$ cat src/rtl/seq_lock_pkg.sv
// Shared types and constants for the sequence lock: FSM states, their display
// codes and the active-low 7-segment font.
package seq_lock_pkg;

  typedef enum logic [1:0] {
    ST_ENTER   = 2'd0,
    ST_OPEN    = 2'd1,
    ST_LOCKOUT = 2'd2
  } state_t;

  localparam logic [3:0] DISP_ENTER   = 4'h0;
  localparam logic [3:0] DISP_OPEN    = 4'h1;
  localparam logic [3:0] DISP_LOCKOUT = 4'h2;

  // Entry k (hex digit k) lives at bits [k*8 +: 8]; format {dp,g..a}, active low.
  localparam logic [127:0] SEG_TABLE = {
    8'h8E, 8'h86, 8'hA1, 8'hC6, 8'h83, 8'h88, 8'h90, 8'h80,
    8'hF8, 8'h82, 8'h92, 8'h99, 8'hB0, 8'hA4, 8'hF9, 8'hC0
  };
  localparam logic [7:0] SEG_BLANK = 8'hFF;

  function automatic logic [7:0] seg_decode(input logic [3:0] v);
    return SEG_TABLE[{v, 3'b000} +: 8];
  endfunction

  function automatic logic [3:0] state_disp(input state_t s);
    case (s)
      ST_ENTER:   return DISP_ENTER;
      ST_OPEN:    return DISP_OPEN;
      ST_LOCKOUT: return DISP_LOCKOUT;
      default:    return DISP_ENTER;
    endcase
  endfunction

endpackage

$ cat src/rtl/seq_lock_debounce.sv
// Two-flop synchroniser plus hold-time debouncer for the enter button;
// emits a single-cycle click per press once the button has been stable.
module btn_debounce #(
  parameter int DEBOUNCE = 500000
) (
  input  logic clk,
  input  logic reset,
  input  logic btn,
  output logic click
);

  localparam int CNT_W = $clog2(DEBOUNCE + 1);

  logic             r_sync1;
  logic             r_sync2;
  logic [CNT_W-1:0] r_cnt;
  logic             r_click;

  // Synchronise the raw button and count stable-high cycles, saturating at DEBOUNCE.
  always_ff @(posedge clk) begin
    if (!reset) begin
      r_sync1 <= 1'b0;
      r_sync2 <= 1'b0;
      r_cnt   <= '0;
      r_click <= 1'b0;
    end else begin
      r_sync1 <= btn;
      r_sync2 <= r_sync1;
      if (!r_sync2) begin
        r_cnt   <= '0;
        r_click <= 1'b0;
      end else if (r_cnt != CNT_W'(DEBOUNCE)) begin
        r_cnt   <= r_cnt + CNT_W'(1);
        r_click <= (r_cnt == CNT_W'(DEBOUNCE - 1));
      end else begin
        r_click <= 1'b0;
      end
    end
  end

  assign click = r_click;

endmodule

$ cat src/rtl/seq_lock.sv
// Combination lock: debounced symbol entry, fail counting, optional lockout
// (enabled by macro SEQ_LOCK_LOCKOUT_EN) and a multiplexed 7-segment status display.
module seq_lock
  import seq_lock_pkg::*;
#(
  parameter int SW_W        = 3,
  parameter int SEQ_LEN     = 4,
  parameter int DEBOUNCE    = 500000,
  parameter int DIGITS      = 3,
  parameter int SCAN_BIT    = 15,
  parameter int MAX_FAIL    = 3,
  parameter int LOCKOUT_CYC = 100000000
) (
  input  logic                    clk,
  input  logic                    reset,
  input  logic                    btn,
  input  logic [SW_W-1:0]         sw,
  input  logic [SEQ_LEN*SW_W-1:0] code,
  output logic [DIGITS-1:0]       anodes,
  output logic [7:0]              cathodes,
  output logic [7:0]              leds,
  output logic                    unlocked,
  output logic                    locked_out
);

  logic            w_click;
  state_t          r_state, w_state_n;
  logic [3:0]      r_idx, w_idx_n;
  logic [3:0]      r_fails, w_fails_n;
  logic [SW_W-1:0] w_sym;
  logic [SW_W-1:0] w_sym0;
  logic [7:0]      r_leds;
  logic            r_unlocked;
  logic [SCAN_BIT:0] r_scan;
  logic [DIGITS-1:0] r_anodes;
  logic [2:0]      w_dig;
  logic [7:0]      w_cath;

`ifdef SEQ_LOCK_LOCKOUT_EN
  localparam int TMR_W = $clog2(LOCKOUT_CYC + 1);
  logic [TMR_W-1:0] r_tmr, w_tmr_n;
  logic             r_locked;
`endif

  btn_debounce #(.DEBOUNCE(DEBOUNCE)) u_deb (
    .clk   (clk),
    .reset (reset),
    .btn   (btn),
    .click (w_click)
  );

  assign w_sym  = code[r_idx*SW_W +: SW_W];
  assign w_sym0 = code[SW_W-1:0];

  // FSM state, symbol index and fail counter registers.
  always_ff @(posedge clk) begin
    if (!reset) begin
      r_state <= ST_ENTER;
      r_idx   <= 4'd0;
      r_fails <= 4'd0;
`ifdef SEQ_LOCK_LOCKOUT_EN
      r_tmr   <= '0;
`endif
    end else begin
      r_state <= w_state_n;
      r_idx   <= w_idx_n;
      r_fails <= w_fails_n;
`ifdef SEQ_LOCK_LOCKOUT_EN
      r_tmr   <= w_tmr_n;
`endif
    end
  end

  // Next-state logic for entry, open and lockout.
  always_comb begin
    w_state_n = r_state;
    w_idx_n   = r_idx;
    w_fails_n = r_fails;
`ifdef SEQ_LOCK_LOCKOUT_EN
    w_tmr_n   = '0;
`endif
    case (r_state)
      ST_ENTER: begin
        if (!w_click) begin
          w_state_n = ST_ENTER;
        end else if (sw == w_sym) begin
          if (r_idx == 4'(SEQ_LEN - 1)) begin
            w_state_n = ST_OPEN;
            w_idx_n   = 4'd0;
            w_fails_n = 4'd0;
          end else begin
            w_idx_n = r_idx + 4'd1;
          end
        end else begin
          // A wrong first symbol is not an attempt; a wrong symbol may still restart one.
          if (r_idx != 4'd0 && r_fails < 4'(MAX_FAIL)) begin
            w_fails_n = r_fails + 4'd1;
          end else begin
            w_fails_n = r_fails;
          end
          w_idx_n = (sw == w_sym0) ? 4'd1 : 4'd0;
`ifdef SEQ_LOCK_LOCKOUT_EN
          if (r_idx != 4'd0 && w_fails_n == 4'(MAX_FAIL)) begin
            w_state_n = ST_LOCKOUT;
            w_idx_n   = 4'd0;
          end else begin
            w_state_n = ST_ENTER;
          end
`endif
        end
      end
      ST_OPEN: begin
        if (w_click) begin
          w_state_n = ST_ENTER;
          w_idx_n   = 4'd0;
        end else begin
          w_state_n = ST_OPEN;
        end
      end
      ST_LOCKOUT: begin
`ifdef SEQ_LOCK_LOCKOUT_EN
        if (r_tmr == TMR_W'(LOCKOUT_CYC - 1)) begin
          w_state_n = ST_ENTER;
          w_idx_n   = 4'd0;
          w_fails_n = 4'd0;
        end else begin
          w_tmr_n = r_tmr + TMR_W'(1);
        end
`else
        w_state_n = ST_ENTER;
        w_idx_n   = 4'd0;
`endif
      end
      default: begin
        w_state_n = ST_ENTER;
        w_idx_n   = 4'd0;
        w_fails_n = 4'd0;
      end
    endcase
  end

  // Registered status outputs, one cycle behind the FSM state.
  always_ff @(posedge clk) begin
    if (!reset) begin
      r_leds     <= 8'h00;
      r_unlocked <= 1'b0;
`ifdef SEQ_LOCK_LOCKOUT_EN
      r_locked   <= 1'b0;
`endif
    end else begin
      r_leds     <= (r_state == ST_OPEN) ? 8'hFF : {r_fails, r_idx};
      r_unlocked <= (r_state == ST_OPEN);
`ifdef SEQ_LOCK_LOCKOUT_EN
      r_locked   <= (r_state == ST_LOCKOUT);
`endif
    end
  end

  // Free-running scan counter and one-cold anode rotation.
  always_ff @(posedge clk) begin
    if (!reset) begin
      r_scan   <= '0;
      r_anodes <= ~DIGITS'(1);
    end else begin
      r_scan <= r_scan + (SCAN_BIT+1)'(1);
      if (r_scan == '0) begin
        r_anodes <= {r_anodes[0], r_anodes[DIGITS-1:1]};
      end else begin
        r_anodes <= r_anodes;
      end
    end
  end

  // Locate the active (low) anode.
  always_comb begin
    w_dig = 3'd0;
    for (int i = 0; i < DIGITS; i++) begin
      if (!r_anodes[i]) begin
        w_dig = 3'(i);
      end else begin
        w_dig = w_dig;
      end
    end
  end

  // Segment pattern for the selected digit.
  always_comb begin
    case (w_dig)
      3'd0:    w_cath = seg_decode(r_idx);
      3'd1:    w_cath = seg_decode(r_fails);
      3'd2:    w_cath = seg_decode(state_disp(r_state));
      default: w_cath = SEG_BLANK;
    endcase
  end

  assign anodes   = r_anodes;
  assign cathodes = w_cath;
  assign leds     = r_leds;
  assign unlocked = r_unlocked;
`ifdef SEQ_LOCK_LOCKOUT_EN
  assign locked_out = r_locked;
`else
  assign locked_out = 1'b0;
`endif

endmodule
$ cat config.mk
export PLATFORM = sky130hd
export DESIGN_NAME = seq_lock
export DESIGN_NICKNAME = d
export VERILOG_FILES = /design/src/rtl/seq_lock_pkg.sv /design/src/rtl/seq_lock_debounce.sv /design/src/rtl/seq_lock.sv
export SDC_FILE = /design/constraint.sdc
export NUM_CORES = 1
export LEC_CHECK = 0
export ABC_AREA = 0
export ABC_CLOCK_PERIOD_IN_PS = 7100
export CAP_MARGIN = 25
export CORE_MARGIN = 3
export CORE_UTILIZATION = 59
export CTS_CLUSTER_DIAMETER = 200
export DETAILED_ROUTE_END_ITERATION = 6
export PLACE_DENSITY = 0.95
export RECOVER_POWER = 25
export SLEW_MARGIN = 25
export SYNTH_ARGS = -nofsm -noshare
export SYNTH_HDL_FRONTEND = slang
export SYNTH_SLANG_ARGS = --single-unit
$ cat constraint.sdc
create_clock -name clk -period 7.1 [get_ports clk]
set_input_delay 1.775 -clock clk [delete_from_list [all_inputs] [get_ports clk]]
set_output_delay 1.775 -clock clk [all_outputs]
set_load 0.05 [all_outputs]
# Word level (Yosys, flattened, before mapping)
# Index checks and enable logic that the tools add are counted.
# Widths: inputs -> output; s select.
[totals] reg_bits=60 in_bits=18 wordCells=70 out_inout_bits=21
[classes] n_shift=4 multipliers=1 eq_ne=15 reduce_logical=11 n_addsub=4 n_lt_le_gt_ge=1 bitwise=1 muxes=22
[ops] cell="$shiftx 128x8->8 const A" count=3
[ops] cell="$mux 4" count=9
[ops] cell="$pmux 8 s3" count=1
[ops] cell="$add 19x1->19 const B" count=1
[ops] cell="$eq 19x19->1 const B" count=1
[ops] cell="$ne 19x19->1 const B" count=1
[ops] cell="$add 16x1->16 const B" count=1
[ops] cell="$logic_not 16->1" count=1
[ops] cell="$pmux 4 s2" count=2
[ops] cell="$ne 3x3->1 const B" count=4
[ops] cell="$shiftx 12x7->3" count=1
[ops] cell="$add 4x1->4 const B" count=2
[ops] cell="$mux 8" count=1
[ops] cell="$pmux 2 s2" count=2
[ops] cell="$eq 3x3->1" count=2
[ops] cell="$mul 4x2->6 const B" count=1
[ops] cell="$mux 2" count=3
[ops] cell="$reduce_and 2->1" count=3
[ops] cell="$eq 4x2->1 const B" count=1
[ops] cell="$lt 4x2->1 const B" count=1
[ops] cell="$ne 2x1->1 const B" count=2
[ops] cell="$reduce_and 4->1" count=1
[ops] cell="$reduce_bool 4->1" count=1
[ops] cell="$eq 3x1->1 const B" count=1
[ops] cell="other kinds (11)" count=13

# Logic depth before layout (Yosys ltp)
# Gate-level depths: netlist of run 1.
[depth] depth_word=6 ltp_mapped=8 ltp_nobuf=7

# Modules after synthesis
# Synthesis of run 1 repeated with hierarchy kept, for this count alone.
[unflattened] cells_unflattened=336 hier_area_um2=3176.8
[modules_own_cells] module="seq_lock" area_each_um2=2129.5 instances=1 cells_per_inst=225 seq_area_each_um2=740.7
[modules_own_cells] module="btn_debounce" area_each_um2=1047.3 instances=1 cells_per_inst=111 seq_area_each_um2=440.4

# Worst setup path before layout of run 1
# Ideal clock, no wire load.
[synth_timing] path_kind="register to output" startpoint="register r_anodes[1] (netlist: anodes[1])" endpoint="output cathodes[0]" n_path_buf=2 arrival_time_ps=2935 slack_ps=2390 required_time_ps=5325 path_stages_with_launch=7 cell_sequence="dfxtp_1 clkbuf_1 mux2_2 nand2_1 clkbuf_1 nor2_1 a211oi_1"
[synth_via] elab_chain_cells=4 word_cells_on_any_way=6 classes_between="eq/ne (2); mux (3); reduce/logical (1)"
[synth_rtl] element="start: declaration" line="seq_lock.sv:35" text="logic [DIGITS-1:0] r_anodes;"
[synth_rtl] element="start signal: assignment" line="seq_lock.sv:163" text="r_anodes <= ~DIGITS'(1);"
[synth_rtl] element="start signal: assignment" line="seq_lock.sv:167" text="r_anodes <= {r_anodes[0], r_anodes[DIGITS-1:1]};"
[synth_rtl] element="start signal: assignment" line="seq_lock.sv:169" text="r_anodes <= r_anodes;"
[synth_rtl] element="$mux 1 *" line="seq_lock.sv:178" text="if (!r_anodes[i]) begin"
[synth_rtl] element="$mux 3 *" line="seq_lock.sv:178"
[synth_rtl] element="$eq 3x2->1, or another cell as far along" line="seq_lock.sv:188" text="case (w_dig)"
[synth_rtl] element="$pmux 8 s3 *" line="seq_lock.sv:188"
[synth_rtl] element="end: declaration" line="seq_lock.sv:20" text="output logic [7:0] cathodes,"
# Every way passes the cells marked *; elsewhere a longest branch is shown, timed or not.

# Worst setup path after layout of run 1
[layout_timing] startpoint="register r_anodes[1] (netlist: anodes[1])" endpoint="output cathodes[3]"
# Same word-level chain as after synthesis.

==> results of run 1 <==
==> logic make-up (layout without fill, tap and decap cells) <==
logic type	after synthesis	count (layout)	synth area share, %
AO/OA/AOI/OAI	36	36	7.737
XOR/XNOR	30	30	8.688
AND/OR/NAND/NOR	151	151	24.45
buffers and inverters	32	65	4.468
flip-flops	59	59	39.06
other	2	2	0.2483
adder cells (fa/ha/maj)	16	16	6.620
multiplexers	20	20	8.730
==> power by group through the flow <==
stage / sequential, mW / combinational [mW] / clock [mW]
after detailed placement: 0.349 / 0.0807 / 0
after global routing: 0.342 / 0.0862 / 0.326
after floorplan: 0.353 / 0.0495 / 0
final: 0.342 / 0.0809 / 0.308
after global placement: 0.348 / 0.0786 / 0
after CTS: 0.342 / 0.0812 / 0.312
==> stage by stage <==
| stage | hold WS (ps) | utilization, % | setup slack [ps] | cells | cell area (µm²) |
|---|---|---|---|---|---|
| floorplan | 411.9 | - | 2390 | 346 | 3024 |
| global placement | 421.6 | 69.91 | 2876 | 432 | 3390 |
| detailed placement | 422.7 | 69.91 | 2802 | 432 | 3390 |
| CTS | 439.3 | 74.04 | 2412 | 446 | 3590 |
| global route | 484.8 | 74.04 | 2277 | 446 | 3590 |
| finish | 437.5 | 74.04 | 2416 | 446 | 3590 |
==> routing by layer <==
metal  global-route usage, %  part of all wire, %  vias to the layer above
li1                        -                    -                     1259
met1                   24.07                   40                     1154
met2                   38.61                   50                       82
met3                   7.077                  5.4                       30
met4                   14.41                  4.1                        0
met5                       0                    0                        -
==> cells in the mapped netlist (2+ instances only) <==
master | n | share of area, %
mux4_2 | 3 | 2.2
mux2_2 | 4 | 1.5
and3_1 | 5 | 1.0
inv_1 | 15 | 1.9
or3_1 | 8 | 1.7
nor3_1 | 8 | 1.3
o21ai_0 | 9 | 1.5
nor4_1 | 7 | 1.4
and4_1 | 3 | 0.87
ha_1 | 16 | 6.6
nand4_1 | 10 | 2.1
o22ai_1 | 2 | 0.41
nand2b_1 | 3 | 0.62
nor2_1 | 50 | 6.2
nand2_1 | 26 | 3.2
xnor2_1 | 12 | 3.5
dfxtp_1 | 59 | 39
and2_1 | 5 | 1.0
mux2i_1 | 11 | 3.6
conb_1 | 2 | 0.25
buf_1 | 2 | 0.25
nand3_1 | 20 | 3.3
buf_4 | 2 | 0.50
xor2_1 | 18 | 5.2
o32ai_1 | 2 | 0.58
a21oi_1 | 14 | 2.3
clkbuf_1 | 12 | 1.5
==> worst max-delay path, cell delays in order (launching register included) <==
cell             delay, ps
dfxtp_1                470
mux2_2                 380
nand2_1                160
inv_1                  130
ha_1                   260
mux4_2                 450
clkdlybuf4s50_1        710
==> state kept, by name, summed over array words and instances, names as in the netlist <==
name,count
u_deb.click,1
u_deb.r_sync1,1
leds,8
u_deb.r_sync2,1
r_state,1
r_fails,4
anodes,3
r_idx,4
u_deb.r_cnt,19
r_scan,16
unlocked,1
==> how the worst max path moves through the flow <==
stage	from	slack, ps	to
2_1_floorplan	anodes[1]	2390	cathodes[0]
3_3_place_gp	anodes[1]	2880	cathodes[3]
3_5_place_dp	anodes[1]	2800	cathodes[3]
4_1_cts	anodes[1]	2410	cathodes[3]
5_1_grt	anodes[1]	2280	cathodes[3]
6_report	anodes[1]	2420	cathodes[3]
==> cell type report <==
cell class                      count  area (µm²)
Tap cell                           67       83.83
Inverter                           15       56.30
Sequential cell                    59        1181
Clock inverter                      2       35.03
Timing Repair Buffer               36       360.3
Multi-Input combinational cell    255        1708
Fill cell                         328        1259
Clock buffer                       12       165.2
==> run_results.csv, run 1 <==
group,metric,value,unit
outcome,status,"finished, final reports clean",
clock_network,cts_root_buf,"clkbuf_8",
clock_network,cts_tree,"built",
clock_network,clkSlewWorstSetupHoldPaths,60,ps
synth,syn_inst,346,
sta,final.period_utilization,65.98,%
critical_path,start_kind,"flip-flop",
power,power.internal,0.5546,mW
synth,synth.distinct_cells,45,
die,ios,39,
detailed_routing,via_count,2525,
global_routing,grt_pass1_wl,10.81,mm
layout,syn2layout_area_growth,18.70,%
detailed_routing,ant_nets,0,
power,powerDensity,203.4,nW/µm²
sta,max_slew.worst_pin.slew,852.2,ps
clock_network,ctsHoldBuffers,0,
die,die_w,77.60,µm
sta,hold_viol,0,
die,core,4848,µm²
sta,maxSlewHeadroom,43.13,%
global_routing,track_usage,22.66,%
critical_path,r2r-start,"r_idx[0]",
clock_network,clock-sinks,59,
synth,ys.flop_type,"dfxtp_1",
sta,timing.final.crit_period,4684,ps
placed_design,hpwl,4.405,mm
placed_design,gp_congestion,0.8650,
critical_path,crit_type,"reg -> out",
die,row_count,25,
clock_network,cts_resized,0,
critical_path,crit_path_end_kind,"output port",
critical_path,cp_max_fo,7,
hold_path,min_from,"u_deb.r_sync1",
clock_network,post-cts-setup-buffer-count,0,
global_routing,antenna_found_initial,0,
power,comb_power_share,11.1,%
hold_path,holdCritPathClass,"reg -> reg",
power,power_leakage,1.333,nW
hold_path,worst_hold_path.num_cells,1,
placed_design,port_buffers,36,
die,start_util,62.37,%
critical_path,worstPathRequired,5330,ps
layout,antennaDiodeCount,0,
synth,synth.yosys.seq_area_share,39.06,%
critical_path,crit_arrival,2910,ps
layout,final_cell_mix,"dfxtp_1 (59), nor2_1 (50), clkdlybuf4s50_1 (35)",
critical_path,reg2reg_slack,4640,ps
power,swShare,24.06,%
clock_network,clk_latency,340,ps
sta,fin_setup_tns,0,ps
power,pwr-share-seq,46.8,%
global_routing,grt_max_degree,30,
hold_path,hold_path_end,"u_deb.r_sync2",
power,p_sw,0.1757,mW
clock_network,cts-buffers-inserted,9,
synth,async_flop_share,0,%
layout,final_net_count,410,
detailed_routing,drcViolationCount,0,
sta,max_freq,213.5,MHz
clock_network,clock_path_buffers,2,
detailed_routing,drtIter0Drc,105,
global_routing,grt_pass1_vias,2500,
synth,yosys_warnings,0,
synth,synth_edf_count,0,
detailed_routing,drt-total-wl,6.271,mm
detailed_routing,wl_per_cell,14.06,µm
die,die_h,77.60,µm
die,die_area,6021,µm²
sta,rsz0062_at_grt,"false",
critical_path,worstRegToRegCells,6,
critical_path,timing.rr.end,"r_fails[2]",
power,power,0.7303,mW
detailed_routing,firstDrtPassIters,4,
power,p_clk_share,42.1,%
synth,synth_seq_cells,59,
synth,synth_area,3024,µm²
sta,final.setup_skew,7.579,ps
synth,postSynthAreaPerCell,8.740,µm²
detailed_routing,viasPerCell,5.661,
clock_network,htree_levels,3,
synth,synth_nets,380,
sta,slew_viol_final,0,
sta,setup_viol,0,
layout,drive_gt1_share,7.652,%
flow_run,cap_violations,0,
layout,layout.cells.most_common,"dfxtp_1",
global_routing,grt_overflow,0,
power,peakVddDrop,144.8,µV
(Power assumes the default switching activity.)
==> run 2, diff against run 1 <==
Settings changed: ABC_CLOCK_PERIOD_IN_PS 7100 to 4400, CORE_UTILIZATION 59 to 55, PLACE_DENSITY 0.95 to 0.9.
Clock period 7.1 ns to 4.4 ns, I/O delays scaled along.
==> run 2 against run 1 <==
Wire length grew 3.1%; critical path depth unchanged; sequential cell count unchanged; register-to-register slack lost 2800 ps; sequential power grew 61%; hold slack better by 2.2 ps; critical path type unchanged.
==> run_results.csv, run 2 (same netlist as run 1, synthesis figures left out) <==
group,metric,value,unit
placed_design,port_buffers,36,
detailed_routing,drtIter0Drc,156,
critical_path,worstPathRequired,3300,ps
layout,largest_reg_flops,19,
sta,final.period_utilization,91.67,%
critical_path,cp_slowest_cell,"clkdlybuf4s50_1",
detailed_routing,viasPerCell,5.612,
critical_path,crit_type,"reg -> out",
critical_path,start_kind,"flip-flop",
global_routing,grt_overflow,0,
layout,final_cell_mix,"dfxtp_1 (59), nor2_1 (50), clkdlybuf4s50_1 (35)",
critical_path,crit_path_end_kind,"output port",
global_routing,grt_pass1_wl,10.79,mm
die,die_w,80.15,µm
layout,drive_gt1_share,7.874,%
critical_path,cp_num_buf_inv,2,
die,start_util,58.10,%
die,core,5205,µm²
layout,postLayoutCellArea,3621,µm²
die,die_area,6424,µm²
clock_network,htree_levels,3,
die,die_h,80.15,µm
detailed_routing,ant_nets,0,
layout,fillers,377,
critical_path,crit_arrival,2930,ps
clock_network,cts-buffers-inserted,9,
die,row_count,26,
critical_path,reg2reg_slack,1830,ps
sta,slew_viol_final,0,
layout,largest_register,"u_deb.r_cnt",
global_routing,antenna_found_initial,0,
sta,fin_setup_tns,0,ps
die,ios,39,
critical_path,crit_path_cell_trace,"mux2_2 > nand2_1 > inv_1 > ha_1 > mux4_2 > clkdlybuf4s50_1",
outcome,status,"finished, final reports clean",
placed_design,placed_cell_area,3393,µm²
clock_network,clkSlewWorstSetupHoldPaths,60,ps
global_routing,grt_pass1_vias,2471,
flow_run,cap_violations,0,
hold_path,holdCritPathClass,"reg -> reg",
sta,final.setup.worst_slack,366.7,ps
detailed_routing,wl_per_cell,14.33,µm
sta,final.setup_skew,7.044,ps
layout,layout.cells.most_common,"dfxtp_1",
sta,max_freq,247.9,MHz
sta,hold_viol,0,
clock_network,ctsHoldBuffers,0,
layout,final_net_count,410,
sta,rsz0062_at_grt,"false",
clock_network,clock-sinks,59,
global_routing,track_usage,21.67,%
sta,max_slew.worst_pin.slew,875.6,ps
critical_path,cp_max_fo,7,
global_routing,grt_max_degree,30,
power,power_leakage,1.343,nW
layout,multi_input_area,1708,µm²
layout,seq_area,1181,µm²
detailed_routing,drcViolationCount,0,
clock_network,clock_path_buffers,2,
clock_network,cts_resized,0,
clock_network,cts_tree,"built",
clock_network,clk_latency,350,ps
clock_network,cts_root_buf,"clkbuf_8",
critical_path,cp_top_family,"multiplexers",
placed_design,hpwl,4.462,mm
sta,setup_viol,0,
critical_path,critPathMaxStageDelay,710,ps
power,peakVddDrop,245.3,µV
placed_design,gp_congestion,0.8093,
sta,maxSlewHeadroom,41.56,%
sta,timing.final.crit_period,4033,ps
detailed_routing,firstDrtPassIters,4,
layout,antennaDiodeCount,0,
placed_design,pre_cts_ws,747.6,ps
power,powerDensity,342.6,nW/µm²
detailed_routing,drt-total-wl,6.464,mm
clock_network,post-cts-setup-buffer-count,0,
detailed_routing,via_count,2531,
layout,syn2layout_area_growth,19.74,%
run 2: changes by cell type in the layout (fill, tap and decap cells not counted), sizes merged:
cell / previous run / this run
bufinv: 1 / 2
clkinvlp: 0 / 1
run 2: stage by stage:
step	hold WS (ps)	std cells	utilization, %	total power [mW]
6_report	439.7	451	69.57	1.241
5_1_grt	474.4	451	69.57	1.282
4_1_cts	447.5	451	69.57	1.247
3_5_place_dp	430.3	435	65.19	0.6928
3_3_place_gp	419.8	435	65.19	0.6885
2_1_floorplan	411.9	346	-	0.6489
run 2: layer usage:
metal  global-route usage (%)  vias to the layer above  part of all wire [%]
met4                    8.953                        0                   1.9
met2                    38.66                       70                    52
met5                        0                        -                     0
li1                         -                     1248                     -
met1                    23.09                     1199                    41
met3                    7.511                       14                   5.0
run 2: worst register-to-register path: cells and delay by family (launching register included):
family          cells  cell delay (ps)
simple gates        1              190
flops               1              580
compound gates      2              510
mux                 2              990
xor+xnor            1              190
run 2: final timing paths:
path	from	cells past startpoint	to
min reg2reg	u_deb.r_sync1	1	u_deb.r_sync2
max	anodes[1]	6	cathodes[3]
max reg2reg	r_idx[0]	6	r_fails[3]
min	u_deb.r_sync1	1	u_deb.r_sync2
run 2: final cells by class:
type                            instances  area share, %
Multi-Input combinational cell        255          47.17
Sequential cell                        59          32.62
Timing Repair Buffer                   36          9.952
Clock buffer                           12          4.285
Tap cell                               70          2.419
Clock inverter                          4          2.004
Inverter                               15          1.555
run 2: power by group:
| group | switching [mW] | internal, mW |
|---|---|---|
| Clock | 0.210 | 0.349 |
| Sequential | 0.0106 | 0.541 |
| Combinational | 0.0765 | 0.0532 |
| Total | 0.298 | 0.943 |
==> edit (flow settings as in run 2) <==
`DEBOUNCE` is set to 500000 in 2 places; all go to 125000.
--- a/src/rtl/seq_lock_debounce.sv
+++ b/src/rtl/seq_lock_debounce.sv
@@ -3,3 +3,3 @@
 module btn_debounce #(
-  parameter int DEBOUNCE = 500000
+  parameter int DEBOUNCE = 125000
 ) (
--- a/src/rtl/seq_lock.sv
+++ b/src/rtl/seq_lock.sv
@@ -7,3 +7,3 @@
   parameter int SEQ_LEN     = 4,
-  parameter int DEBOUNCE    = 500000,
+  parameter int DEBOUNCE    = 125000,
   parameter int DIGITS      = 3,
Check against the original RTL: no difference found for any inputs over 10 cycles, from zero or initial values and one cycle with reset low; that may be too few to reach the edited logic, so the function may still have changed.
==> edit against run 2 <==
- cell area is 4.5% lower
- sequential power down 4%
- sequential cell count shrank 2
- area after synthesis decreased by 3.5%
- total power down 13%
- via count shrank 5.4%
- routed wire length fell by 6.9%
- worst setup slack better by 57 ps
- critical path type unchanged
- critical endpoint unchanged
- largest cell class unchanged
==> edit: results (changes against run 2) <==
Synthesis
The adder and majority cell fraction of the synthesized area is 6.86% (+0.24 points). The yosys synthesis warning count is 0 (unchanged). The share of synthesized area spent on multiplexers is 9.05% (+0.32 points). The post-synthesis xor/xnor area fraction is 8.70% (+0.017 points). The synthesized netlist cell count was 334 (-3.5%).

The sequential-to-total area share from yosys stat is 39.1% (+0.051 points). Ranked by total cell area, the synthesized netlist is headed by sky130_fd_sc_hd__dfxtp_1 39%, sky130_fd_sc_hd__ha_1 6.9%, sky130_fd_sc_hd__xor2_1 6.6%. The post-synth net total is 368 (-3.2%). The fraction of synthesized cell area taken by the top area cell type is 39.1% (+0.051 points). The count of cell types in the netlist is 46 (+2.2%). The commonest cells after synthesis are 57 x sky130_fd_sc_hd__dfxtp_1, 50 x sky130_fd_sc_hd__nor2_1, 31 x sky130_fd_sc_hd__nand2_1. The complex-gate fraction of the synthesized area is 7.50% (-0.23 points).

Finish
The share of cells above drive strength 1 is 8.42% (+0.55 points). The number of nets in the final layout came to 399 (-2.7%). The flip-flop count of the largest register after layout was 17 (-2). The number of inserted diodes is 0 (unchanged). The number of fill cells in the layout is 387 (+2.7%).

Worst setup path
The largest fanout on the critical path is 7 (unchanged). The gate family responsible for the most delay along the worst path is buffers and inverters. The worst reg-to-reg setup slack is 1910 ps (+80 ps).

The worst endpoint data arrival time is 2880 ps (-50 ps). The largest stage delay on the critical path is 710 ps (about the same). The startpoint of the most critical register-to-register path is r_idx[0].

Power and ir drop
The cell leakage power was 1.30 nW (-3.3%). The maximum vdd ir drop came to 0.219 mV (-11%).

Global route
The number of global-route vias before repair is 2,408 (-2.5%). The met3 global-route usage is 7.71% (+0.20 points). The initial antenna violation count is 0 (unchanged). The global routing met2 resource utilization was 38.2% (-0.46 points). The global-route usage over all layers is 21.2% (-0.48 points).

The global-route wire length before repair is 10.5 mm (-2.8%). The met1 usage in global routing is 23.0% (-0.088 points).

Clocking
The clock transition at the register clock pins on the worst setup and hold paths after CTS is 60 ps (about the same). The CTS buffer count is 9 (unchanged). The clock tree buffer depth is 2 (unchanged).

Detailed routing
The post-route met1 wirelength was 2.58 mm (-2.0%). The routed via count divided by cell count came to 5.50 (-1.9%). The total met2 wirelength after detailed routing is 3.06 mm (-9.8%). The number of iterations in the first detailed-routing pass is 4 (unchanged). The routed length on met3 came to 307 um (-5.0%).

The total wirelength of the detailed-routed design was 6.02 mm (-6.9%). The number of DRC markers after the initial detailed-route iteration is 155 (-0.64%). The highest routed metal layer is met4. The routed wirelength normalized by instance count is 13.8 um (-3.5%).

Timing
The slew at the pin with the worst max-slew slack is 849 ps (-27.1 ps). The final setup skew is 9.21 ps (+2.17 ps).

Place
The estimated wirelength of the detail-placed design came to 4.21 mm (-5.8%). The total of buffers placed on input and output ports is 36 (unchanged). The routability-driven placement congestion ratio came to 0.807 (-0.33%). The placed instance count is 421 (-3.2%).

Status
The flow ran to the end, and the final reports show no timing, DRC or antenna violations.
[edit: changes by cell type after synthesis, sizes merged, moves of 3 or more]
cell / change
nor4: -3
nand3: -3
xor2: +4
xnor2: -5
nand2: +5
[edit: metrics by stage]
| stage | setup slack [ps] | cell area (um2) |
|---|---|---|
| 6_report | 424 | 3460 |
| 5_1_grt | 274 | 3460 |
| 4_1_cts | 424 | 3460 |
| 3_5_place_dp | 780 | 3290 |
| 3_3_place_gp | 838 | 3290 |
| 2_1_floorplan | 365 | 2920 |
[edit: cells by family after synthesis]
family,after synthesis
AND/OR/NAND/NOR,146
flip-flops,57
AO/OA/AOI/OAI,33
buffers and inverters,31
XOR/XNOR,29
multiplexers,20
adder cells (fa/ha/maj),16
other,2
[edit: area by class of cell]
class	count	area (um2)	share of cell area, %
multi-input cells	246	1650	47.6
inverters	14	52.6	1.52
clock inverters	3	17.5	0.506
flip-flops and latches	57	1140	33.0
well taps	67	83.8	2.42
repair buffers	37	368	10.6
clock buffers	11	151	4.38
[edit: worst min-delay path by stage]
stage / end / slack (ps) / startpoint / cells after the start
floorplan: u_deb.r_sync2 / 410 / u_deb.r_sync1 / 1
global placement: u_deb.r_sync2 / 420 / u_deb.r_sync1 / 1
detailed placement: u_deb.r_sync2 / 420 / u_deb.r_sync1 / 1
CTS: u_deb.r_sync2 / 440 / u_deb.r_sync1 / 1
global route: u_deb.r_sync2 / 440 / u_deb.r_sync1 / 1
finish: u_deb.r_sync2 / 430 / u_deb.r_sync1 / 1
[edit: power breakdown]
part | total (mW) | internal [mW] | switching [mW] | leakage (nW)
registers | 0.532 | 0.523 | 0.00868 | 0.461
logic | 0.130 | 0.0533 | 0.0764 | 0.750
clock network | 0.422 | 0.226 | 0.195 | 0.0871
